**src/rtl/ndev_debug_decoder.sv**
```systemverilog
// ndev_debug_decoder: samples the NDEV_LED debug bus, decodes raw or bit-serial
// traffic into bytes, queues them in an output FIFO and tracks the sticky win flag.
// Optional glitch filter on the synchronized bus: define NDEV_GLITCH_FILTER_EN.
module ndev_debug_decoder #(
  parameter int unsigned DEPTH         = 16,
  parameter int unsigned FILTER_CYCLES = 4
) (
  input  logic       CLK,
  input  logic       RST_N,
  input  logic [7:0] dbg_in,
  input  logic       hold,
  input  logic       snap,
  output logic [7:0] out_data,
  output logic       out_valid,
  input  logic       out_ready,
  output logic       win,
  output logic       serial_mode,
  output logic [7:0] drop_cnt
);

  localparam int unsigned AW = $clog2(DEPTH);
  localparam int unsigned PW = AW + 1;

  // Reject FIFO depths that are not a power of two and a zero filter length
  if (DEPTH < 2 || (DEPTH & (DEPTH - 1)) != 0 || FILTER_CYCLES < 1) begin : g_param_err
    $error("ndev_debug_decoder: DEPTH must be a power of 2 >= 2, FILTER_CYCLES >= 1");
  end

  logic [7:0] sync1, sync2, cur;

  // Two-flop synchronizer; reset to the idle 'last' value so reset exit is quiet
  always_ff @(posedge CLK or negedge RST_N) begin
    if (!RST_N) begin
      sync1 <= 8'h55;
      sync2 <= 8'h55;
    end else begin
      sync1 <= dbg_in;
      sync2 <= sync1;
    end
  end

`ifdef NDEV_GLITCH_FILTER_EN
  localparam int unsigned CW = $clog2(FILTER_CYCLES + 1);
  logic [7:0]    cand;
  logic [CW-1:0] stab;

  // cur follows the synchronizer only after FILTER_CYCLES cycles of a steady value
  always_ff @(posedge CLK or negedge RST_N) begin
    if (!RST_N) begin
      cand <= 8'h55;
      stab <= '0;
      cur  <= 8'h55;
    end else if (sync2 != cand) begin
      cand <= sync2;
      stab <= CW'(1);
    end else begin
      if (stab < CW'(FILTER_CYCLES)) stab <= stab + CW'(1);
      if (stab == CW'(FILTER_CYCLES)) cur <= cand;
    end
  end
`else
  assign cur = sync2;
`endif

  logic [7:0] last, last_n;
  logic [7:0] shift, shift_n;
  logic [3:0] bit_cnt, bit_cnt_n;
  logic       win_n, serial_n;
  logic       push;
  logic [7:0] push_data;
  logic       change;

  // Decoder next-state: raw capture, serial reassembly, hold clearing
  always_comb begin
    last_n    = last;
    shift_n   = shift;
    bit_cnt_n = bit_cnt;
    win_n     = win;
    serial_n  = serial_mode;
    push      = 1'b0;
    push_data = cur;
    change    = (cur != last) && !hold;
    if (hold) begin
      serial_n  = 1'b0;
      win_n     = 1'b0;
      shift_n   = 8'h00;
      bit_cnt_n = 4'd0;
    end else if (!serial_mode) begin
      if (change) last_n = cur;
      if (change || snap) begin
        push = 1'b1;
        if (cur == 8'h88 || cur == 8'h25) begin
          win_n = 1'b1;
        end else if (cur == 8'hC3 || cur == 8'hDA || cur == 8'hE1 ||
                     cur == 8'h0D || cur == 8'h1D) begin
          win_n = 1'b0;
        end
        if (cur == 8'h8F && last == 8'h0F) serial_n = 1'b1;
      end
    end else if (change) begin
      last_n = cur;
      if (cur == 8'h8F) begin
        if (bit_cnt == 4'd8) begin
          push      = 1'b1;
          push_data = shift;
        end
        shift_n   = 8'h00;
        bit_cnt_n = 4'd0;
      end else if (cur[7] && !last[7] && (cur & 8'h7E) == 8'h00 && bit_cnt <= 4'd7) begin
        shift_n   = {shift[6:0], cur[0]};
        bit_cnt_n = bit_cnt + 4'd1;
      end
    end
  end

  // Decoder state registers
  always_ff @(posedge CLK or negedge RST_N) begin
    if (!RST_N) begin
      last        <= 8'h55;
      shift       <= 8'h00;
      bit_cnt     <= 4'd0;
      win         <= 1'b0;
      serial_mode <= 1'b0;
    end else begin
      last        <= last_n;
      shift       <= shift_n;
      bit_cnt     <= bit_cnt_n;
      win         <= win_n;
      serial_mode <= serial_n;
    end
  end

  logic [7:0]    mem [DEPTH];
  logic [PW-1:0] wptr, rptr;
  logic          empty, full, pop, accept;

  assign empty     = (wptr == rptr);
  assign full      = (wptr[AW] != rptr[AW]) && (wptr[AW-1:0] == rptr[AW-1:0]);
  assign out_valid = !empty;
  assign pop       = out_valid && out_ready;
  assign accept    = push && (!full || pop);
  assign out_data  = out_valid ? mem[rptr[AW-1:0]] : 8'h00;

  // FIFO storage write
  always_ff @(posedge CLK) begin
    if (accept) mem[wptr[AW-1:0]] <= push_data;
  end

  // FIFO pointers and saturating drop counter
  always_ff @(posedge CLK or negedge RST_N) begin
    if (!RST_N) begin
      wptr     <= '0;
      rptr     <= '0;
      drop_cnt <= 8'h00;
    end else begin
      if (accept) wptr <= wptr + PW'(1);
      if (pop)    rptr <= rptr + PW'(1);
      if (push && !accept && drop_cnt != 8'hFF) drop_cnt <= drop_cnt + 8'd1;
    end
  end

endmodule
```
**config.mk**
```make
export PLATFORM = sky130hd
export DESIGN_NAME = ndev_debug_decoder
export DESIGN_NICKNAME = d
export VERILOG_FILES = /design/src/rtl/ndev_debug_decoder.sv
export SDC_FILE = /design/constraint.sdc
export NUM_CORES = 1
export LEC_CHECK = 0
export BUFFER_PORTS_ARGS = -buffer_cell sky130_fd_sc_hd__buf_2
export CORE_AREA = 10 10 151 153
export CTS_CLUSTER_SIZE = 16
export DETAILED_ROUTE_END_ITERATION = 8
export DIE_AREA = 0 0 161 163
export PLACE_DENSITY_LB_ADDON = 0.12
export SETUP_SLACK_MARGIN = 0.4
export SLEW_MARGIN = 30
export SYNTH_ARGS = -nofsm -noshare
export SYNTH_HDL_FRONTEND = slang
export SYNTH_SLANG_ARGS = --single-unit
export TNS_END_PERCENT = 5
```
**constraint.sdc**
```tcl
create_clock -name CLK -period 3.2 [get_ports CLK]
set_clock_uncertainty 0.05 [all_clocks]
set_input_delay 0.48 -clock CLK [delete_from_list [all_inputs] [get_ports CLK]]
set_output_delay 0.48 -clock CLK [all_outputs]
set_load 0.05 [all_outputs]
```
==> metrics.txt, run 1 <==
Area contributors post-synth edfxtp_1, dfrtp_1, mux4_2, dfstp_2, mux2_2; Initial DRT Pass Iterations 4; Vias 4064; I/O pin count 32; RSZ-0062 raised after global routing yes; worst-path maximum fanout 4; final max-slew violation count 0; Area Overhead vs Synth 17.3%; Hold Crit Class in -> reg; max-cap viol count 0; Max H-tree Level 4; final antenna-violating net count 0; Starting DRT DRC Count 259; TritonCTS Buffers 17; reg2reg start cur[1]; largest net degree at the start of global routing 46; CTS tree built; fraction of registers with async set/reset 30.4%; number of diodes 0; Core Region 19900 sq um; commonest non-fill, non-tap cell in the layout edfxtp_1; DP Wirelength 11.3 mm; initial antenna violation count 0; crit path launch rptr[0]; sequential area share after synthesis 67.4%; Fin Setup TNS 0 ps; reg2reg end mem[4][7]; period utilization approximately 94%; via-per-instance ratio roughly 5.2; first-pass GRT wire length 27.0 mm; number of synthesized flops with an enable pin ~130; flop and latch count out of synthesis between 150 and 200; critical path arrival ~2500 ps; area leader, netlist edfxtp_1; status finished, final reports clean; total global-route track usage 13.8%; CP Capture Type primary output; Post-Syn Area per Cell approximately 18 sq um; CP required 2670 ps; clk_lat worst skew approximately 430 ps; slew at the pin with the worst max-slew slack 567 ps; starting density of the core 39.2%; number of global-route vias before repair about 4200; Rows 52; share of cells above drive strength 1 35.0%; Layout Nets between 500 and 600; drt total wl approximately 17 mm; Residual DRC 0; Slew Limit Headroom 62.2%; reg2reg setup slack about 460 ps; Setup violations, final 0; Yosys top cell area share 49.3%; fmax 0.331 GHz; Post-Synthesis Cells 443; clk slew on worst S/H paths 70 ps; post-DR wirelength/cell 22.3 microns; port buffer count 31; Mapped Area 7800 sq um; leading cell types in the layout, fill and taps excluded edfxtp_1, dfrtp_1, mux4_2, buf_2, clkbuf_16; Pwr Density 882 nW/um^2; count of cell types in the netlist 53; final hold viol count 0; Synthesized Nets 465; worst reg2reg path depth 5; clock buffer depth 2; YS warnings 0; min Tclk post-route 3020 ps; Leak 3.33 nW; worst vdd ir around 0.00037 V; GP Congestion 0.784; grt ovf 0; crit path capture out_data[0]; Die Y 163 microns; CP Launch Type flop; ys flop type edfxtp_1; worst hold slack 88.5 ps; Clock Sinks around 180; die area approximately 26000 sq um; CTS root buf clkbuf_16; die width 161 microns; WS Path Type reg -> out
## layout make-up
class,instances,area [sq um]
clock buffer,17,425
timing repair buffer,55,488
clock inverter,15,191
sequential,184,5260
tap,270,338
fill,1743,10800
inverter,13,48.8
multi-input combinational,221,2400
## stage by stage
stage	worst slack (ps)	utilization (%)	power, mW	instances	cell area, sq um
finish	177	46.0	8.07	775	9150
floorplan	521	-	4.78	443	7810
global placement	459	41.7	5.45	733	8300
CTS	142	45.9	8.13	775	9140
detailed placement	440	41.7	5.45	733	8300
global route	103	46.0	8.45	775	9150
## cells in the mapped netlist, drive strengths merged, types with 2 or more instances
cell type / number
nor2b: 5
a22o: 10
nand3: 10
dfstp: 12
o21ai: 2
and4: 3
nand2: 7
inv: 13
ha: 9
a211oi: 7
mux2: 19
mux4: 40
nor2: 10
a21oi: 8
xnor2: 13
and3: 14
o21bai: 4
nor3: 3
buf: 13
nor4: 2
nand4: 11
and2: 14
edfxtp: 128
clkbuf: 12
dfrtp: 44
nand3b: 2
xor2: 13
## critical path, stage by stage (launching register included)
cell,delay (ps)
dfrtp_2,440
buf_4,140
buf_6,110
mux4_2,530
mux4_2,520
and2_4,180
buf_6,140
## cell families (layout without fill, tap and decap cells)
family	after synthesis	after routing	synth area share (%)
AO/OA/AOI/OAI	38	38	4.38
XOR/XNOR	26	26	2.92
adder cells (fa/ha/maj)	9	9	1.44
buffers and inverters	38	100	2.26
flip-flops	184	184	67.4
multiplexers	60	60	14.7
AND/OR/NAND/NOR	88	88	6.93
## what timing repair did
action,4_1_cts,5_1_grt
pin swaps,0,0
buffers inserted,6,0
endpoints found under the setup margin,9,119
resized for setup,28,5
cloned,3,0
hold buffers,1,0
hold endpoints to repair,11,0
## where the power goes
| group | internal, mW | leakage (nW) | switching, mW |
|---|---|---|---|
| clock network | 1.25 | 0.297 | 0.930 |
| registers | 2.83 | 1.84 | 0.191 |
| logic | 1.38 | 1.19 | 1.49 |
| total | 5.46 | 3.33 | 2.61 |
## per-layer routing
| layer | up-vias | track usage, % | share of wire [%] | routed length [microns] |
|---|---|---|---|---|
| li1 | 1832 | - | - | - |
| met1 | 2136 | 18.9 | 46 | 7910 |
| met2 | 87 | 21.5 | 49 | 8480 |
| met3 | 9 | 3.34 | 4.4 | 765 |
| met4 | 0 | 3.72 | 0.66 | 114 |
| met5 | - | 0 | 0 | 0 |
## how the worst min path moves through the flow
stage	depth (start not counted)	end	start	slack, ps
3_5_place_dp	0	cur[7]	sync1[7]	280
6_report	1	sync1[0]	dbg_in[0]	90
3_3_place_gp	0	cur[1]	sync1[1]	290
2_1_floorplan	0	bit_cnt[0]	RST_N	130
5_1_grt	1	sync1[0]	dbg_in[0]	70
4_1_cts	1	sync1[0]	dbg_in[0]	70
## state kept, by name, indices dropped and copies added (netlist names)
name and flops:
bit_cnt 4, rptr 5, sync1 8, wptr 5, serial_mode 1, shift 8
win 1, cur 8, last 8, drop_cnt 8, mem 128
Note: power is estimated with default switching activity, not from simulation.
==> inputs of run 2 (changes only) <==
PLACE_DENSITY_LB_ADDON = unset   (was 0.12)
==> run 2 against run 1 <==
  * Sequential power hardly changed
  * Worst hold slack lost 75 ps
  * Global-route usage down 0.23 points
  * Critical path depth unchanged
  * Clock-buffer cell count rose by 1
  * Power is 1.1% lower
  * First-iteration DRC count is 19% higher
  * Routed wire length shrank 0.84%
  * Flip-flop and latch count unchanged
  * Critical path type unchanged
  * Worst setup slack improved by 28 ps
  * Non-clock buffer count is 2 lower
==> metrics.txt, run 2 (synthesis results as in run 1) <==
number of diodes 0 (unchanged); final max-slew violation count 0 (unchanged); Most Frequent Cell on Critical Path mux4_2; clk_lat worst skew 440 ps (about the same); Core Region 19900 sq um (unchanged); die width 161 microns (unchanged); period utilization 93.6% (-0.89 points); max-cap viol count 0 (unchanged); clk slew on worst S/H paths 70 ps (about the same); CTS tree built; Clock Sinks 184 (unchanged); port buffer count 31 (unchanged); largest net degree at the start of global routing 51 (+11%); fmax 0.334 GHz (+0.95%); CTS root buf clkbuf_16; CP bufs+invs 3 (unchanged); WS Path Type reg -> out; I/O pin count 32 (unchanged); Max H-tree Level 4 (unchanged); Layout Nets 512 (-0.39%); post-placement cell area 8290 sq um (-0.12%); CP Capture Type primary output; Setup violations, final 0 (unchanged); Hold Crit Class in -> async; Vias 4089 (+0.62%); number of global-route vias before repair 4370 (+3.5%); starting density of the core 39.2% (unchanged); die area 26200 sq um (unchanged); Residual DRC 0 (unchanged); worst-path maximum fanout 7 (+3); total global-route track usage 13.5% (-0.23 points); leading cell types in the layout, fill and taps excluded edfxtp_1, dfrtp_1, mux4_2, buf_2, clkbuf_16; Rows 52 (unchanged); Final Cell Area 9100 sq um (-0.56%); final hold viol count 0 (unchanged); worst vdd ir 0.000429 V (+16%); Leak 3.31 nW (-0.70%); RSZ-0062 raised after global routing yes; GP Congestion 0.836 (+6.7%); grt ovf 0 (unchanged); max FFs per register 128 (unchanged); CP Launch Type flop; worst path cell trace buf_12 -> buf_16 -> mux4_2 -> mux4_2 -> and2_4 -> buf_6; Worst Setup Slack, final 205 ps (+28.4 ps); CP required 2670 ps (about the same); share of cells above drive strength 1 34.8% (-0.26 points); slew at the pin with the worst max-slew slack 637 ps (+69.6 ps); final core utilization 45.7% (-0.26 points); Area Overhead vs Synth 16.6%; Slew Limit Headroom 57.3% (-4.9 points); drt total wl 17.1 mm (-0.84%); via-per-instance ratio 5.29 (+0.88%); Pwr Total 7.98 mW (-1.1%); initial antenna violation count 0 (unchanged); commonest non-fill, non-tap cell in the layout edfxtp_1; Crit path max-delay family multiplexers; status finished, final reports clean; clock buffer depth 2 (unchanged); Starting DRT DRC Count 309 (+19%); final antenna-violating net count 0 (unchanged); critical path arrival 2460 ps (-30 ps); TritonCTS Buffers 17 (unchanged); post-DR wirelength/cell 22.1 microns (-0.58%); first-pass GRT wire length 26.7 mm (-1.4%); Pwr Density 877 nW/um^2 (-0.57%); pre-CTS setup slack 241 ps (-199 ps); Fin Setup TNS 0 ps (unchanged); max incr delay on CP 540 ps (about the same); Die Y 163 microns (unchanged); DP Wirelength 11.2 mm (-0.68%); worst-path cell with the longest stage delay mux4_2; Initial DRT Pass Iterations 4 (unchanged); min Tclk post-route 2990 ps (-28.4 ps)
run 2: changes by cell type in the layout (fill, tap and decap cells not counted), sizes merged:
cell	delta
inv	+3
buf	-2
bufinv	-2
clkbuf	+2
clkinv	-1
clkinvlp	-1
dlygate4sd3	-1
run 2: cell type report:
| type | instances | area [sq um] |
|---|---|---|
| fillers | 1725 | 10800 |
| flip-flops and latches | 184 | 5260 |
| multi-input cells | 221 | 2400 |
| repair buffers | 53 | 484 |
| clock buffers | 18 | 429 |
| well taps | 270 | 338 |
| clock inverters | 14 | 138 |
| inverters | 13 | 48.8 |
run 2: worst paths after layout:
kind                       startpoint  cells after the start     endpoint  slack [ps]
min                             RST_N                      1     sync1[7]          10
max                           rptr[0]                      6  out_data[1]         210
min reg2reg                  sync1[5]                      0       cur[5]         300
min in group CLK            dbg_in[2]                      1     sync1[2]          90
max in group asynchronous       RST_N                      2  drop_cnt[7]        2540
max reg2reg                    cur[5]                      5    mem[3][5]         310
run 2: layer usage:
metal / global-route usage [%] / vias up / share of wire, % / wire [microns]
met5: 0 / - / 0 / 0
met4: 3.89 / 0 / 1.3 / 227
met3: 3.39 / 20 / 4.2 / 719
met2: 23.1 / 89 / 52 / 8860
met1: 16.7 / 2159 / 43 / 7310
li1: - / 1821 / - / -
run 2: metrics by stage:
stage | instances | hold slack, ps
2_1_floorplan | 443 | 134
3_3_place_gp | 733 | 283
3_5_place_dp | 733 | 286
4_1_cts | 773 | 27.0
5_1_grt | 773 | 46.4
6_report | 773 | 13.5
run 2: what timing repair did:
action                     4_1_cts  5_1_grt
setup buffers                    5        0
pin swaps                        0        0
setup endpoints to repair       63      129
resized for setup               36        1
cloned                           3        0
hold buffers                     0        0
run 2: report_power, final:
group / switching (mW) / internal, mW
combinational: 1.54 / 1.41
sequential: 0.164 / 2.83
clock: 0.946 / 1.09
total: 2.65 / 5.33
